===== config.mk =====
export PLATFORM = sky130hd
export DESIGN_NAME = mem_bus_arbiter
export DESIGN_NICKNAME = d
export VERILOG_FILES = /design/src/rtl/mem_bus_arbiter.sv
export SDC_FILE = /design/constraint.sdc
export NUM_CORES = 1
export LEC_CHECK = 0
export CAP_MARGIN = 20
export CORE_UTILIZATION = 43
export DETAILED_ROUTE_END_ITERATION = 7
export GPL_TIMING_DRIVEN = 0
export PLACE_DENSITY = 0.95
export SYNTH_ARGS = -nofsm -noshare
export SYNTH_HDL_FRONTEND = slang
export SYNTH_SLANG_ARGS = --single-unit

===== constraint.sdc =====
create_clock -name clk -period 3.37 [get_ports clk]
set_input_delay 0.674 -clock clk [delete_from_list [all_inputs] [get_ports clk]]
set_output_delay 0.674 -clock clk [all_outputs]
set_load 0.005 [all_outputs]

===== src/rtl/mem_bus_arbiter.sv =====
// mem_bus_arbiter
//   Shares one synchronous memory bus between the instruction-fetch port (i_*)
//   and the MEM-stage data port (d_*). Each request becomes a single registered
//   bus transaction. The requester is stalled until that transaction is acked.
//   A completed result is latched with a done flag. The flag holds while the
//   pipeline is frozen, so a completed access is never reissued. A fetch that
//   is in flight when a flush arrives still completes on the bus, but its
//   result is thrown away.
//
//   Optional feature: define ARB_ROUND_ROBIN_EN to alternate grants when both
//   ports are pending. Without it, the data port always wins.
//
// Ports
//   clk, rst                  clock, synchronous active-high reset
//   pipe_stall, flush         pipeline controller status
//   i_ce/i_addr               fetch request; i_rdata/i_stall fetch result/stall
//   d_ce/d_we/d_sel/d_addr/d_wdata   data request; d_rdata/d_stall result/stall
//   stallreq                  i_stall | d_stall, to the pipeline controller
//   bus_stb/we/sel/addr/wdata registered bus request
//   bus_rdata/bus_ack         bus response (ack is a one-cycle pulse)
module mem_bus_arbiter (
  input  logic        clk,
  input  logic        rst,
  input  logic        pipe_stall,
  input  logic        flush,
  input  logic        i_ce,
  input  logic [31:0] i_addr,
  output logic [31:0] i_rdata,
  output logic        i_stall,
  input  logic        d_ce,
  input  logic        d_we,
  input  logic [3:0]  d_sel,
  input  logic [31:0] d_addr,
  input  logic [31:0] d_wdata,
  output logic [31:0] d_rdata,
  output logic        d_stall,
  output logic        stallreq,
  output logic        bus_stb,
  output logic        bus_we,
  output logic [3:0]  bus_sel,
  output logic [31:0] bus_addr,
  output logic [31:0] bus_wdata,
  input  logic [31:0] bus_rdata,
  input  logic        bus_ack
);

  typedef enum logic [1:0] {IDLE, BUS_I, BUS_D} state_t;

  state_t state;
  logic   i_done, d_done, i_discard;
  logic   i_pend, d_pend, grant_d;

  // A port is pending until its result is latched in the done flag.
  assign i_pend   = i_ce & ~i_done;
  assign d_pend   = d_ce & ~d_done;
  assign i_stall  = i_pend;
  assign d_stall  = d_pend;
  assign stallreq = i_pend | d_pend;

`ifdef ARB_ROUND_ROBIN_EN
  logic last_d;  // 1: the data port received the most recent grant
  // On a tie, the port that was not granted last time wins.
  assign grant_d = d_pend & (~i_pend | ~last_d);
`else
  // The data port belongs to the older instruction, so it always wins.
  assign grant_d = d_pend;
`endif

  always_ff @(posedge clk) begin
    if (rst) begin
      state     <= IDLE;
      i_done    <= 1'b0;
      d_done    <= 1'b0;
      i_discard <= 1'b0;
      i_rdata   <= '0;
      d_rdata   <= '0;
      bus_stb   <= 1'b0;
      bus_we    <= 1'b0;
      bus_sel   <= '0;
      bus_addr  <= '0;
      bus_wdata <= '0;
`ifdef ARB_ROUND_ROBIN_EN
      last_d    <= 1'b0;
`endif
    end else begin
      // The done flags release once the pipeline advances past the access.
      if (i_done & ~pipe_stall) i_done <= 1'b0;
      if (d_done & ~pipe_stall) d_done <= 1'b0;
      // A flushed fetch result no longer belongs to any instruction.
      if (flush) i_done <= 1'b0;

      case (state)
        IDLE: begin
          if (grant_d) begin
            state     <= BUS_D;
            bus_stb   <= 1'b1;
            bus_we    <= d_we;
            bus_sel   <= d_sel;
            bus_addr  <= d_addr;
            bus_wdata <= d_wdata;
`ifdef ARB_ROUND_ROBIN_EN
            last_d    <= 1'b1;
`endif
          end else if (i_pend) begin
            state     <= BUS_I;
            bus_stb   <= 1'b1;
            bus_we    <= 1'b0;
            bus_sel   <= 4'b1111;
            bus_addr  <= i_addr;
            bus_wdata <= '0;
`ifdef ARB_ROUND_ROBIN_EN
            last_d    <= 1'b0;
`endif
          end
        end
        BUS_I: begin
          if (flush) i_discard <= 1'b1;
          if (bus_ack) begin
            state     <= IDLE;
            bus_stb   <= 1'b0;
            i_discard <= 1'b0;
            // Drop the result if a flush cancelled it or the requester left.
            if (i_ce & ~i_discard & ~flush) begin
              i_done  <= 1'b1;
              i_rdata <= bus_rdata;
            end
          end
        end
        BUS_D: begin
          if (bus_ack) begin
            state   <= IDLE;
            bus_stb <= 1'b0;
            if (d_ce) begin
              d_done <= 1'b1;
              if (!bus_we) d_rdata <= bus_rdata;
            end
          end
        end
        default: state <= IDLE;
      endcase
    end
  end

endmodule


Yosys cells after proc, flatten, opt, wreduce, memory -nomap -nowiden
Cells that the tools add are included.
- output and inout bits: 137
- word-level logic and storage cells: 66
- register bits after elaboration: 139
- input bits: 140
- bitwise gates (word level): 13
- mux-type cells: 27
- eq/ne operators: 4
- reductions and logical operators: 11
- operators by type and width (cell ; count):
    32-bit two-way mux ; 4
    1-bit two-way mux ; 16
    4-bit two-way mux ; 2
    1-bit bitwise AND ; 6
    2-bit two-way mux ; 3
    1-bit inverter ; 6
    2-bit AND reduction ; 3
    3-bit AND reduction ; 2
    2-bit nonzero test ; 3
    2-bit case mux with 2 select lines ; 1
    4-bit AND reduction ; 1
    3-bit != test, second input constant ; 1
    2-bit by 1-bit == test with 1-bit output, second input constant ; 1
    2-bit == test, second input constant ; 1
    2-bit logical NOT ; 1
    2-bit by 1-bit != test with 1-bit output, second input constant ; 1
    1-bit case mux with 2 select lines ; 1
    2-bit OR reduction ; 1
    1-bit bitwise OR ; 1

Depth between registers and ports, before layout
- word-level depth: 7
- mapped depth: 8
- depth with buffers taken out: 6

Worst setup path after synthesis
No wires, ideal clock.
- kind: input -> output
- from: in d_ce
- to: out stallreq
- stages on the path: 4
- data required time: 2.696 ns
- buffers on the path: 2
- data arrival time: 1.244 ns
- setup slack: 1.452 ns
- path through: nand2b_1 -> buf_6 -> clkbuf_1 -> nand2_1
- longest elaborated chain between the ends: 2
- ends and longest elaborated chain (element ; line ; source):
    start, declared ; 30 ; input logic d_ce,
    1-bit bitwise AND ; 55 ; assign d_pend = d_ce & ~d_done;
    1-bit bitwise OR ; 58 ; assign stallreq = i_pend | d_pend;
    end, declared ; 37 ; output logic stallreq,
No other way between the ends.

Worst setup path after layout
Same ends and word-level chain as after synthesis.

==> metrics.md <==
| Metric | Value |
|---|---|
| Slowest cell on crit path | clkdlybuf4s50_1 |
| DR vias/cell | 5.11 |
| Layout Nets | 1065 |
| WP depth | 6 |
| Gpl congestion | 0.881 |
| Crit path max-delay family | buffers and inverters |
| Share of cells above drive strength 1 | 0.0974 |
| Buffers plus inverters on the worst setup path | 4 |
| Crit. End Element | output pin |
| Synth top area share | 0.517 |
| Post-Route WL | 18200 um |
| Inserted Clock Buffers | 17 |
| Min-Delay Path Class | reg2reg |
| Area Growth Syn to Fin | 66.5% |
| Number of fill cells in the layout | 847 |
| Number of gates resized after cts | 0 |
| Power Dens Cells | 522 mW/mm^2 |
| Hold WS | 451 ps |
| Starting Density | 0.445 |
| Worst-margin pin slew | 747 ps |
| Top_reg_cell synth | dfxtp_1 |
| First-pass GRT wire length | 28200 um |
| Dpl hpwl | 13500 um |
| Status | complete, no violations |
| Tcrit/Tclk final | 0.897 |
| Hold Path Depth | 2 |
| Cell-internal power | 3520 uW |
| Hold violation count in the final report | 0 |
| # rows | 40 |
| Core Region | 0.0121 sq mm |
| Die X | 114 um |
| Clk Latency, worst-skew pair | 410 ps |
| Hold Crit Start | d_done$_SDFF_PP0_ |
| Worst Hold Endpoint | d_done$_SDFF_PP0_ |
| Clock Sinks | 139 |
| Worst r2r path cells | 6 |
| Synth area leaders | dfxtp_1 52%, nand2_1 14%, a311oi_2 8.9% |
| Initial antenna violation count | 0 |
| Cells after Synth | 627 |
| I/O Pins | 277 |
| WP data required | 2700 ps |
| Synth cell types | 29 |
| Combinational Power Share | 0.191 |
| Post-synthesis net count | 771 |
| Die area | 0.0130 sq mm |
| Antenna-violating nets left | 0 |
| Clock transition at the registers of the reported paths | 60 ps |
| Largest net degree at the start of global routing | 17 |
| Pleak | 0.00329 uW |
| Synth cell count leaders | 196 x nand2_1, 139 x dfxtp_1, 75 x nor2_1, 70 x a21oi_1, 33 x a22oi_1 |
| Setup TNS | 0 ps |
| Post-synth EDFFs | 0 |
| Placed inst area | 0.00835 sq mm |
| Worst r2r dst | i_rdata[14]$_SDFFE_PP0P_ |
| Cell taking the most area after synthesis | dfxtp_1 |
| Most common cell in the netlist | nand2_1 |
| Clk buf depth | 2 |
| Syn Area/Cell | 8.59 sq um |
| Register share of total power | 0.389 |
| GRT overflow | 0 |
| Worst slew margin | 0.502 |
| Fmax | 331 MHz |
| Max incr delay on CP | 490 ps |
| Worst-path fanout max | 10 |
| Post-synth ARST share | 0 |
| Power share of the clock group | 0.420 |
| Cells along the critical path | clkdlybuf4s50_1 -> nand2b_1 -> buf_6 -> clkbuf_1 -> nand2_1 -> clkdlybuf4s50_1 |
| Sequential cell area | 0.00278 sq mm |
| Reg2reg setup slack | 1610 ps |
| YS warnings | 0 |
| Most Frequent Cell on Critical Path | clkdlybuf4s50_1 |
| Multi-input gate area | 0.00230 sq mm |
| Die H | 114 um |
| Vias in the first global route | 5751 |
| Peak supply drop | 347 uV |
| Setup CP Type | in2out |
| RSZ-0062 raised after global routing | no |
| DR pass1 iterations | 5 |
| Buffers added on ports | 275 |
| Initial drt markers | 423 |
| Root Driver | clkbuf_16 |
| CTS tree | built |
| WP data arrival | 2350 ps |
| Switching Fraction | 0.249 |
| Switching power | 1170 uW |
| CP Launch Type | input pin |
| Synth Register Bits | 139 |
| # Max-Cap Violations | 0 |
| DR vias | 5627 |
| H-tree Lvls | 4 |
| Post-synthesis sequential area ratio | 0.517 |
| DRC Markers | 0 |
| Synth Cell Area | 0.00539 sq mm |
| Critical R2R Launch | state[1]$_SDFFE_PP0P_ |
| Min cycle time layout | 3020 ps |
| Diodes inserted | 0 |
| Setup Viol. Count Final | 0 |
| Max Slew Vio Count | 0 |
| Post-Route Skew | 7.56 ps |
| Wire per inst | 16.5 um |
| Hold_buf cts | 0 |
| Setup Fix Bufs, Post-CTS | 0 |
| Tot GR Track Use | 0.281 |
| Final Cell Area | 0.00897 sq mm |
## power by group through the flow
stage          registers (uW)  clock network [uW]  logic [uW]
3_5_place_dp             1850                   0         890
5_1_grt                  1830                2050         963
3_3_place_gp             1850                   0         871
6_report                 1820                1970         895
4_1_cts                  1820                1990         897
2_1_floorplan            1860                   0         388
## worst max-delay path by stage
stage               start  endpoint
global placement     d_ce  stallreq
CTS                  d_ce  stallreq
detailed placement   d_ce  stallreq
floorplan            d_ce  stallreq
finish               d_ce  stallreq
global route         d_ce  stallreq
## state kept, by name, indices dropped and copies added, names as in the netlist, 2 cells and up
name / flops
bus_addr: 32
bus_sel: 4
bus_wdata: 32
d_rdata: 32
i_rdata: 32
state: 2
## logic make-up (layout without fill, tap and decap cells)
kind of cell	count (synthesis)	in the layout	share of synthesized area
AOI/OAI and AO/OA	141	141	0.210
adders and majority gates	4	4	0.00929
buffers and inverters	54	361	0.0555
DFF	139	139	0.517
and+or+nand+nor	289	289	0.209
## layout make-up
cell class                      count  share of cell area
Clock buffer                       22              0.0506
Timing Repair Buffer              275               0.307
Tap cell                          168              0.0234
Clock inverter                     10              0.0186
Sequential cell                   139               0.310
Buffer                             50              0.0314
Multi-Input combinational cell    434               0.257
Inverter                            4             0.00195
## tightest hold or removal path, cell delays in order, from the launching register on
cell and delay (ps):
dfxtp_1 300, nand2_1 50, a21oi_1 50
## layout by cell type, fill, tap and decap left out, types with 2 or more instances in the layout
| master | count |
|---|---|
| clkdlybuf4s50_1 | 275 |
| nand2_1 | 196 |
| dfxtp_1 | 139 |
| nor2_1 | 75 |
| a21oi_1 | 70 |
| a22oi_1 | 33 |
| a311oi_2 | 32 |
| clkbuf_1 | 26 |
| clkbuf_16 | 17 |
| buf_2 | 12 |
| buf_4 | 9 |
| buf_6 | 6 |
| nand2b_1 | 4 |
| nor3_1 | 4 |
| ha_1 | 4 |
| bufinv_16 | 4 |
| inv_1 | 3 |
| o21ai_0 | 3 |
| clkinv_4 | 3 |
| nand3_1 | 2 |
| clkinvlp_4 | 2 |
## metrics by stage
step | setup slack [ps] | cells | total power, uW | utilization
6_report | 348 | 1102 | 4680 | 0.741
5_1_grt | 191 | 1102 | 4850 | 0.741
4_1_cts | 345 | 1102 | 4700 | 0.741
3_5_place_dp | 346 | 1070 | 2740 | 0.689
3_3_place_gp | 353 | 1070 | 2720 | 0.689
2_1_floorplan | 1450 | 627 | 2240 | -
## metal layers
metal | wire, um | track usage | up-vias | part of all wire
li1 | - | - | 2694 | -
met1 | 7110 | 0.306 | 2637 | 0.39
met2 | 9180 | 0.499 | 246 | 0.51
met3 | 1240 | 0.0834 | 50 | 0.068
met4 | 642 | 0.132 | 0 | 0.035
met5 | 0 | 0 | - | 0
Power figures use the tool's default switching activity.
